### config.mk
export PLATFORM = sky130hd
export DESIGN_NAME = multiplier_leak_monitor
export DESIGN_NICKNAME = d
export VERILOG_FILES = /design/src/rtl/multiplier_leak_monitor.sv
export SDC_FILE = /design/constraint.sdc
export NUM_CORES = 1
export LEC_CHECK = 0
export CORE_ASPECT_RATIO = 2
export CORE_UTILIZATION = 41
export CTS_BUF_LIST = sky130_fd_sc_hd__clkbuf_2
export DETAILED_ROUTE_END_ITERATION = 8
export GPL_ROUTABILITY_DRIVEN = 0
export SLEW_MARGIN = 15
export SYNTH_ARGS = -nofsm -noshare
export SYNTH_HDL_FRONTEND = slang
export SYNTH_SLANG_ARGS = --single-unit
### constraint.sdc
create_clock -name clk -period 2.18 [get_ports clk]
set_input_delay 0.327 -clock clk [delete_from_list [all_inputs] [get_ports clk]]
set_output_delay 0.327 -clock clk [all_outputs]
set_load 0.005 [all_outputs]
### src/rtl/multiplier_leak_monitor.sv
// Parallel shift-add multiplier copies plus a monitor that flags whether the
// copies finished in different cycles, a timing side channel on the operands.
module multiplier_leak_monitor #(
  parameter int WIDTH      = 4,
  parameter int NCOPIES    = 2,
  parameter int EARLY_EXIT = 0,
  localparam int SKEW_W    = $clog2(WIDTH + 2)
) (
  input  logic                         clk,
  input  logic                         rst,
  input  logic                         start,
  input  logic [NCOPIES*WIDTH-1:0]     multiplier,
  input  logic [NCOPIES*WIDTH-1:0]     multiplicand,
  output logic [NCOPIES*2*WIDTH-1:0]   product,
  output logic [NCOPIES-1:0]           productDone,
  output logic                         busy,
  output logic                         timingLeakDone,
  output logic                         timingLeak,
  output logic [SKEW_W-1:0]            skewCycles
);

  localparam int CNT_W = $clog2(WIDTH + 1);

  typedef enum logic [1:0] {C_IDLE, C_CALC, C_DONE} copy_state_e;
  typedef enum logic [1:0] {M_IDLE, M_RUN, M_REPORT} mon_state_e;

  // Handshake: a start is accepted on any edge where the monitor is not in RUN
  // (busy=0); starts seen while busy=1 are dropped without touching any state.
  mon_state_e        mon_state_q, mon_state_d;
  logic              leak_done_q, leak_done_d;
  logic              leak_q, leak_d;
  logic [SKEW_W-1:0] skew_q, skew_d;
  logic              accept;

  assign accept = start && (mon_state_q != M_RUN);

  for (genvar k = 0; k < NCOPIES; k++) begin : g_copy
    copy_state_e        state_q, state_d;
    logic [WIDTH-1:0]   mplr_q, mplr_d;
    logic [2*WIDTH-1:0] mcnd_q, mcnd_d;
    logic [2*WIDTH-1:0] prod_q, prod_d;
    logic [CNT_W-1:0]   cnt_q, cnt_d;
    logic               finish;

    always_ff @(posedge clk) begin
      if (rst) begin
        state_q <= C_IDLE;
        mplr_q  <= '0;
        mcnd_q  <= '0;
        prod_q  <= '0;
        cnt_q   <= '0;
      end else begin
        state_q <= state_d;
        mplr_q  <= mplr_d;
        mcnd_q  <= mcnd_d;
        prod_q  <= prod_d;
        cnt_q   <= cnt_d;
      end
    end

    // Early exit stops once the remaining multiplier bits are all zero (after
    // at least one step); constant-time always runs the full WIDTH steps.
    always_comb begin
      state_d = state_q;
      mplr_d  = mplr_q;
      mcnd_d  = mcnd_q;
      prod_d  = prod_q;
      cnt_d   = cnt_q;
      if (EARLY_EXIT != 0) finish = (cnt_q != '0) && (mplr_q == '0);
      else                 finish = (cnt_q == CNT_W'(WIDTH));
      if (accept) begin
        state_d = C_CALC;
        mplr_d  = multiplier[k*WIDTH +: WIDTH];
        mcnd_d  = {{WIDTH{1'b0}}, multiplicand[k*WIDTH +: WIDTH]};
        prod_d  = '0;
        cnt_d   = '0;
      end else if (state_q == C_CALC) begin
        if (finish) begin
          state_d = C_DONE;
        end else begin
          if (mplr_q[0]) prod_d = prod_q + mcnd_q;
          mplr_d = mplr_q >> 1;
          mcnd_d = mcnd_q << 1;
          cnt_d  = cnt_q + CNT_W'(1);
        end
      end
    end

    assign product[k*2*WIDTH +: 2*WIDTH] = prod_q;
    assign productDone[k]                = (state_q == C_DONE);
  end

  always_ff @(posedge clk) begin
    if (rst) begin
      mon_state_q <= M_IDLE;
      leak_done_q <= 1'b0;
      leak_q      <= 1'b0;
      skew_q      <= '0;
    end else begin
      mon_state_q <= mon_state_d;
      leak_done_q <= leak_done_d;
      leak_q      <= leak_d;
      skew_q      <= skew_d;
    end
  end

  // Flags sample the registered done bits, so they trail completion by one edge.
  always_comb begin
    mon_state_d = mon_state_q;
    leak_done_d = leak_done_q;
    leak_d      = leak_q;
    skew_d      = skew_q;
    if (accept) begin
      mon_state_d = M_RUN;
      leak_done_d = 1'b0;
      leak_d      = 1'b0;
      skew_d      = '0;
    end else if (mon_state_q == M_RUN) begin
      if (|productDone) leak_done_d = 1'b1;
      if ((|productDone) && !(&productDone)) begin
        leak_d = 1'b1;
        if (skew_q != '1) skew_d = skew_q + SKEW_W'(1);
      end
      if (&productDone) mon_state_d = M_REPORT;
    end
  end

  assign busy           = (mon_state_q == M_RUN);
  assign timingLeakDone = leak_done_q;
  assign timingLeak     = leak_q;
  assign skewCycles     = skew_q;

endmodule

==> run metrics <==
outcome=completed; TritonCTS clock tree=done; Syn Inst Count=344; HPWL after DPL=5.27 mm; syn_nets=387; WL final=6.99 mm; Num CTS Buffers=9; CP startpoint kind=register; Yosys reg bits=57; depth of the CTS H-tree=3; peak supply drop=302 uV; yosys warns=0; DRT Pass-1 Iters=4; number of port buffers=42; post-synthesis cell type count=38; crit path kind=register to primary output; most common cell after layout, fill and taps aside=nand2_1; Synth Area in Compound Gates=0.192; final setup vio count=0; ant diodes=0; vias per cell=5.20; Setup crit start=g_copy[0].state_q[1]; clock sink count=57; Max clock buf depth=2; antenna violations before repair=0; Final Hold Fails=0; Static Leak=1.33 nW; CP Capture Type=primary output; first-pass GRT wire length=11.3 mm; RSZ-0062 raised after global routing=no; ys async rst share=0; DIE HEIGHT=120 um; Top Ports=43; Comb power frac=0.125; final worst-path setup slack=0.148 ns; Worst R2R Path Depth=8; ratio of cells with drive above 1 in the final layout=0.0905; WL per Instance=14.4 um; most frequent cells in the layout=nand2_1, dfxtp_1, nor2_1; root buf cell=clkbuf_2; Initial DRC Count=109; post-route ant nets=0; net switching power=546 uW; Worst-path clk slew=0.18 ns; # fillers=686; Seq pwr share=0.589; Core Rows=42; core area=0.00667 sq mm; Critical Path End=productDone[0]; reg2reg start=g_copy[0].prod_q[0]; Overflow after GRT=0; clock skew=0.0304 ns; # nets final=436; vias post-DR=2525; Worst Hold Class=input pin to register; maxcap violations=0; largest net degree at the start of global routing=24; critical path peak fanout=4; fin. max-slew vios=0; syn_area_per_cell=8.35 sq um; Worst Path Required=1.85 ns; Seq/Total Area, Yosys=0.397; total routing usage reported by global routing=0.211; ranking of synthesized cells by area=dfxtp_1, ha_1, nand2_1, nor2_1, a21oi_1; P per Cell Area=535 mW/mm^2; XOR/XNOR share of the synthesized area=0.0275; mapped cell area=0.00287 sq mm; total power=1.87 mW; mux contribution to synthesized area=0.0139; Max Freq=0.492 GHz; Initial Util=0.430; die width=61.2 um; drc violations=0; area leader, netlist=dfxtp_1; main combinational cell family by area after synthesis=simple AND/OR/NAND/NOR gates; Post-CTS Setup Repair Bufs=0; Max transition margin=0.652; Place WS=0.187 ns; Worst Max-Slew Pin Slew=0.522 ns; vias in the first global route=2600; Main synth FF type=dfxtp_1; Post-synth EDFFs=0; clk_lat worst skew=0.50 ns; Reg2Reg Setup Slack=0.16 ns; Post-Synth Adder-Cell Area=0.110; clock share of power=0.286; Setup TNS=0 ns; Die ar.=0.00736 sq mm; Post-Synth Simple-Gate Area=0.211; reg-to-reg endpoint=g_copy[0].prod_q[6]; fin crit share=0.932; hold slack=0.387 ns; Sw Share=0.291; Synth top area share=0.397; internal power=1.33 mW; Area Growth Syn to Fin=22.0%; Tmin final=2.03 ns; WP data arrival=1.70 ns
==> critical path: stages, from the launching register on <==
cell and delay [ns]:
dfxtp_1 0.45, nor2b_4 0.23, clkdlybuf4s50_1 0.53
==> power groups by stage <==
stage	clock network [mW]	registers (mW)	logic, mW
final	0.535	1.10	0.234
after CTS	0.557	1.10	0.238
after global routing	0.598	1.11	0.263
after detailed placement	0	1.13	0.237
after floorplan	0	1.12	0.148
after global placement	0	1.13	0.236
==> cell usage after synthesis (4+ instances only) <==
library cell,instances
nor2_1,47
a311oi_1,12
inv_1,15
mux2i_1,4
o21ai_0,4
o21a_1,5
a211o_1,4
dfxtp_1,57
a22oi_1,4
a21oi_1,28
nand2_1,62
a21o_1,5
buf_2,9
xor2_1,4
nand3_1,10
xnor2_1,5
ha_1,22
clkbuf_1,6
==> how the worst min path moves through the flow <==
stage                     cells past startpoint             endpoint             from  slack (ns)
after floorplan                               2       mon_state_q[1]   mon_state_q[1]        0.43
after global placement                        2       mon_state_q[1]   mon_state_q[1]        0.45
after detailed placement                      2       mon_state_q[1]   mon_state_q[1]        0.45
after CTS                                     3  g_copy[1].mcnd_q[2]  multiplicand[6]        0.37
after global routing                          3  g_copy[0].mcnd_q[1]  multiplicand[1]        0.40
final                                         3  g_copy[1].mcnd_q[2]  multiplicand[6]        0.39
==> per-layer routing <==
| metal | track usage | up-vias | wire [um] |
|---|---|---|---|
| li1 | - | 1282 | - |
| met1 | 0.207 | 1172 | 2690 |
| met2 | 0.372 | 45 | 3770 |
| met3 | 0.0503 | 26 | 229 |
| met4 | 0.135 | 0 | 299 |
| met5 | 0 | - | 0 |
==> area by class of cell <==
class	instances	area, sq um	area share
Clock buffer	11	55.1	0.0157
Clock inverter	5	22.5	0.00643
Inverter	15	56.3	0.0161
Multi-Input combinational cell	255	1600	0.457
Sequential cell	57	1140	0.326
Tap cell	88	110	0.0314
Timing Repair Buffer	55	518	0.148
==> through the flow <==
| step | utilization | cell area (sq um) | std cells |
|---|---|---|---|
| floorplan | - | 2870 | 344 |
| global placement | 0.512 | 3420 | 470 |
| detailed placement | 0.512 | 3420 | 470 |
| CTS | 0.524 | 3500 | 486 |
| global route | 0.525 | 3500 | 486 |
| finish | 0.525 | 3500 | 486 |
==> registers in the layout, indices dropped and copies added (netlist names) <==
name,flops
skewCycles,3
g_copy.cnt_q,6
g_copy.mplr_q,8
g_copy.mcnd_q,16
g_copy.prod_q,16
mon_state_q,2
timingLeak,1
g_copy.state_q,4
timingLeakDone,1
==> logic make-up after synthesis <==
kind of cell | after synthesis
mux | 4
buf+inv | 32
compound gates | 79
flops | 57
xor+xnor | 9
simple gates | 139
fa+ha+maj | 24
==> timing repair <==
| action | in CTS | in global routing |
|---|---|---|
| gates cloned | 0 | 0 |
| gates resized for setup | 1 | 1 |
| endpoints found under the setup margin | 1 | 1 |
| pin swaps | 0 | 0 |
| hold buffers | 0 | 0 |
Power figures use the tool's default switching activity.
